## config.mk

```make
export PLATFORM = sky130hd
export DESIGN_NAME = branch_outcome_tracker
export DESIGN_NICKNAME = d
export VERILOG_FILES = /design/src/rtl/branch_outcome_tracker.sv
export SDC_FILE = /design/constraint.sdc
export NUM_CORES = 1
export LEC_CHECK = 0
export CAP_MARGIN = 10
export CORE_ASPECT_RATIO = 0.7
export CORE_MARGIN = 1.5
export CORE_UTILIZATION = 45
export DETAILED_ROUTE_END_ITERATION = 6
export PLACE_DENSITY_LB_ADDON = 0.1
export REMOVE_ABC_BUFFERS = 1
export SYNTH_ARGS = -nofsm -noshare
export SYNTH_HDL_FRONTEND = slang
export SYNTH_SLANG_ARGS = --single-unit
```

## constraint.sdc

```tcl
create_clock -name clk -period 4.8 [get_ports clk]
set_input_delay 0.72 -clock clk [delete_from_list [all_inputs] [get_ports clk]]
set_output_delay 0.72 -clock clk [all_outputs]
set_load 0.005 [all_outputs]
```

## src/rtl/branch_outcome_tracker.sv

```systemverilog
// branch_outcome_tracker: in-flight branch prediction queue with resolve, redirect, flush and statistics.
module branch_outcome_tracker #(
   parameter int ADDR_W = 32,
   parameter int DEPTH  = 4,
   parameter int CNT_W  = 16
) (
   input  logic                     clk,
   input  logic                     rst,
   input  logic                     pred_valid,
   input  logic                     pred_taken,
   input  logic [ADDR_W-1:0]        pred_target,
   input  logic [ADDR_W-1:0]        pred_fallthrough,
   output logic                     pred_ready,
   input  logic                     res_valid,
   input  logic                     res_taken,
   input  logic [ADDR_W-1:0]        res_target,
   output logic                     mispredict,
   output logic [ADDR_W-1:0]        redirect_pc,
   output logic                     update_valid,
   output logic                     previous_branch_result,
   output logic [$clog2(DEPTH):0]   inflight_count,
   output logic [CNT_W-1:0]         branch_count,
   output logic [CNT_W-1:0]         mispredict_count,
   output logic                     overflow_err,
   output logic                     underflow_err
);
   localparam int PW = $clog2(DEPTH);
   localparam int OW = PW + 1;
   logic [PW-1:0]     wr_q, wr_d, rd_q, rd_d;
   logic [OW-1:0]     cnt_q, cnt_d;
   logic [DEPTH-1:0]  tk_q;
   logic [ADDR_W-1:0] tg_q [DEPTH];
   logic [ADDR_W-1:0] ft_q [DEPTH];
   logic              full, empty, pop, push, miss;
   logic              mis_q, upd_q, prev_q, ovf_q, unf_q;
   logic [ADDR_W-1:0] rpc_q;
   logic [CNT_W-1:0]  bc_q, mc_q;
   always_comb begin
      full  = cnt_q == OW'(DEPTH);
      empty = cnt_q == '0;
      pop   = res_valid && !empty;
      miss  = pop && ((tk_q[rd_q] != res_taken) || (res_taken && (tg_q[rd_q] != res_target)));
      push  = pred_valid && !full && !miss;
      rd_d  = pop ? rd_q + PW'(1) : rd_q;
      // A mispredict flushes everything younger than the head: writer collapses onto reader.
      wr_d  = miss ? rd_d : (push ? wr_q + PW'(1) : wr_q);
      cnt_d = miss ? '0 : cnt_q + OW'(push) - OW'(pop);
   end
   always_ff @(posedge clk) begin
      if (push) begin
         tk_q[wr_q] <= pred_taken;
         tg_q[wr_q] <= pred_target;
         ft_q[wr_q] <= pred_fallthrough;
      end
   end
   always_ff @(posedge clk) begin
      if (rst) begin
         wr_q   <= '0;
         rd_q   <= '0;
         cnt_q  <= '0;
         mis_q  <= 1'b0;
         upd_q  <= 1'b0;
         prev_q <= 1'b0;
         rpc_q  <= '0;
         bc_q   <= '0;
         mc_q   <= '0;
         ovf_q  <= 1'b0;
         unf_q  <= 1'b0;
      end else begin
         wr_q  <= wr_d;
         rd_q  <= rd_d;
         cnt_q <= cnt_d;
         mis_q <= miss;
         upd_q <= pop;
         if (pop) prev_q <= res_taken;
         if (miss) rpc_q <= res_taken ? res_target : ft_q[rd_q];
         if (pop && bc_q != '1) bc_q <= bc_q + CNT_W'(1);
         if (miss && mc_q != '1) mc_q <= mc_q + CNT_W'(1);
         if (pred_valid && full && !miss) ovf_q <= 1'b1;
         if (res_valid && empty) unf_q <= 1'b1;
      end
   end
   assign pred_ready             = !full;
   assign inflight_count         = cnt_q;
   assign mispredict             = mis_q;
   assign redirect_pc            = rpc_q;
   assign update_valid           = upd_q;
   assign previous_branch_result = prev_q;
   assign branch_count           = bc_q;
   assign mispredict_count       = mc_q;
   assign overflow_err           = ovf_q;
   assign underflow_err          = unf_q;
endmodule

```

==> results.yml <==
worst_hold_path:
  worst_hold_path_type: "flop to flop"
  launch_point_of_the_worst_hold_path: "previous_branch_result"
floorplan:
  placeable_core_area_um2: 29200
  die_width_um: 210
  io_pins: 175
  fp.dieArea_um2: 31000
  start_util_pct: 46.1
  floorplan.rows: 52
  fp.dieH_um: 148
pwr:
  power.switching_mw: 2.21
  clkPwrFrac_pct: 30.6
  power_frac_comb_pct: 23.4
  report.power.total_mw: 8.41
  sw_share_pct: 26.3
  power-per-cell-area_nw_per_um2: 500
  ir_worst_vdd_v: 0.000278
  power.static_leakage_nw: 5.48
  p_int_mw: 6.20
  power.share.sequential_pct: 46.0
yosys:
  synth_commonest_cells: "edfxtp_1, dfxtp_1, mux4_2"
  synth_warnings: 0
  postSynthRegisterBits: 336
  postSynthCellCount: 799
  synth_flop_cell: "edfxtp_1"
  synth.most_common_cell: "edfxtp_1"
  post_synth_instance_area_um2: 13500
  adder_cell_area_share_of_the_yosys_netlist_pct: 0.891
  synth.distinct_cells: 57
  yosys.area_share.simple_pct: 5.48
  synth.top_cell.area_share_pct: 57.9
  muxShareOfSynthArea_pct: 14.2
  synthArstFlopShare_pct: 0
  synth_seq_area_share_pct: 69.2
  synth-xor-area-share_pct: 2.99
  synth-compound-area-share_pct: 5.24
  synth_edf_count: 260
  synth.top_cells.by_area: "edfxtp_1, dfxtp_1, mux4_2"
  yosysTopAreaCell: "edfxtp_1"
  synth_top_family_by_area: "multiplexers"
  avgSynthCellArea_um2: 16.9
placement:
  buffer_ports.inserted: 174
  dp_hpwl_um: 19900
  placed_cells_incl_taps: 1332
  place.gp.congestion: 0.746
timing:
  holdWs_ns: 0.467
  worstMarginPinSlew_ns: 0.943
  remaining_max_slew_budget_at_the_tightest_pin_pct: 37.0
  clock.fmax_mhz: 241
  clock-skew-final_ns: 0.0125
  grt_setup_unrepaired: "no"
  finalCritPeriodShare_pct: 86.3
  timing.final.setup_violations: 0
  final_max_slew_viol_count: 0
  fin_crit_ns: 4.14
  finalHoldViolations: 0
setup_path:
  required_ns: 5.18
  worstSetupPathType: "flop to flop"
  critical_path_peak_fanout: 35
  timing.critical_path.arrival_ns: 4.53
  worst_reg2reg_startpoint: "rd_q[0]"
  timing.critical_path.from: "rd_q[0]"
  startpoint_type: "flop"
  worst_setup_path_end_kind: "flop"
global_route:
  grt_start_max_net_pins: 51
  grt_util_all_layers_pct: 20.3
  number_of_antenna_violations_at_the_first_check_in_global_routing: 1
  vias_in_the_first_global_route: 7837
  grt_first_pass_wirelength_um: 47300
  globalRoute.totalOverflow: 0
routing:
  drt.antenna.violating_nets: 0
  first_pass_iters: 5
  wl_per_cell_um: 22.0
  vias: 7691
  drt_wl_total_um: 30700
  post_drt_via_cell_ratio: 5.52
  drtIter0Drc: 533
  drc_errors: 0
final_layout:
  drive_above_1_share_pct: 15.3
  final_nets: 1101
  syn2layout_area_growth_pct: 24.9
  antenna_diode_count: 0
  layout.core_utilization_pct: 57.6
  fin_cells: 1394
clocking:
  clockBufferDepth: 3
  worstSkewPairLatency_ns: 0.51
  root_buffer: "clkbuf_16"
  cts.repair_timing.setup_buffer_count: 0
  holdBufCountCts: 0
  tritoncts: "done"
  cts_resized: 0
  clock_sink_count: 336
  cts_made_buffers: 34
  h-tree-depth: 2
  cts.clk_slew.worst_paths_ns: 0.07
outcome:
  run_status: "complete, no violations"
run:
  cap_viol_max_count: 0
metal layers:
| layer | wire [µm] | track usage (%) | vias up |
|---|---|---|---|
| met3 | 1490 | 3.80 | 32 |
| met2 | 14000 | 31.5 | 186 |
| met1 | 14800 | 29.9 | 3923 |
| met4 | 346 | 4.64 | 2 |
| li1 | - | - | 3548 |
| met5 | 11 | 0 | - |
kinds of logic (layout without fill, tap and decap cells):
| family | Yosys count | count (layout) |
|---|---|---|
| AOI/OAI and AO/OA | 110 | 110 |
| and+or+nand+nor | 133 | 133 |
| muxes | 112 | 112 |
| xor gates and xnor gates | 46 | 46 |
| DFF | 336 | 336 |
| buffers and inverters | 53 | 270 |
| adders and majority gates | 9 | 9 |
state kept, by name, summed over array words and instances (netlist names), 2 cells and up:
name and cells:
ft_q 128, tg_q 128, redirect_pc 32, branch_count 16
mispredict_count 16, tk_q 4, inflight_count 3, rd_q 2
wr_q 2
power groups by stage:
stage | sequential [mW] | clock (mW) | combinational, mW
CTS | 3.88 | 2.64 | 2.01
global route | 3.92 | 2.75 | 2.15
detailed placement | 3.94 | 0 | 2.00
floorplan | 3.96 | 0 | 1.15
finish | 3.87 | 2.57 | 1.97
global placement | 3.93 | 0 | 1.99
stage by stage:
step / area (µm²) / TNS [ns] / worst slack, ns
after floorplan: 13200 / -702.32 / -2.55
after global placement: 15800 / 0 / 0.659
after detailed placement: 15800 / 0 / 0.626
after CTS: 16800 / 0 / 0.586
after global routing: 16800 / 0 / 0.265
final: 16800 / 0 / 0.658
cell usage in the layout (no fill, tap or decap), types with 5 or more instances in the layout:
master / synthesis / routed
inv_1: 8 / 8
mux2_1: 5 / 5
nor2b_1: 8 / 8
xnor2_1: 33 / 33
buf_12: 1 / 6
mux4_1: 5 / 5
nand4_1: 18 / 18
mux2i_1: 44 / 44
mux4_2: 56 / 56
a211oi_2: 6 / 6
clkdlybuf4s50_1: 0 / 172
o21ai_0: 12 / 12
clkinv_2: 0 / 6
ha_1: 8 / 8
nor2_1: 30 / 29
a21oi_1: 50 / 50
nand2_1: 20 / 20
a211oi_1: 28 / 28
xor2_1: 13 / 13
and3_1: 10 / 6
nand3_1: 7 / 7
nor3_1: 6 / 6
clkbuf_16: 0 / 37
clkbuf_1: 22 / 11
or3_1: 10 / 10
buf_4: 1 / 21
edfxtp_1: 260 / 260
dfxtp_1: 76 / 74
worst max-delay path, stage by stage (launching register included):
cell	delay [ns]
dfxtp_4	0.79
buf_4	0.34
buf_4	0.20
mux4_2	0.51
xor2_1	0.15
a211oi_1	0.36
nand4_1	0.17
nand2_1	0.13
nand2_1	0.07
ha_1	0.29
inv_1	0.06
ha_1	0.12
inv_1	0.05
fa_1	0.37
xor2_1	0.16
xnor2_1	0.18
nor3_2	0.05
final timing paths:
check                           cells past startpoint  slack (ns)                      to
worst max register to register                     16        0.66       inflight_count[2]
worst min register to register                      2        0.47  previous_branch_result
worst min-delay path                                2        0.47  previous_branch_result
worst max-delay path                               16        0.66       inflight_count[2]
area by class of cell:
type	count	area, µm²
sequential	336	9340
clock buffer	50	995
timing repair buffer	200	2000
tap	378	473
clock inverter	12	83.8
inverter	8	30.0
fill	2281	12400
multi-input combinational	410	3910
Note: power is estimated with default switching activity, not from simulation.
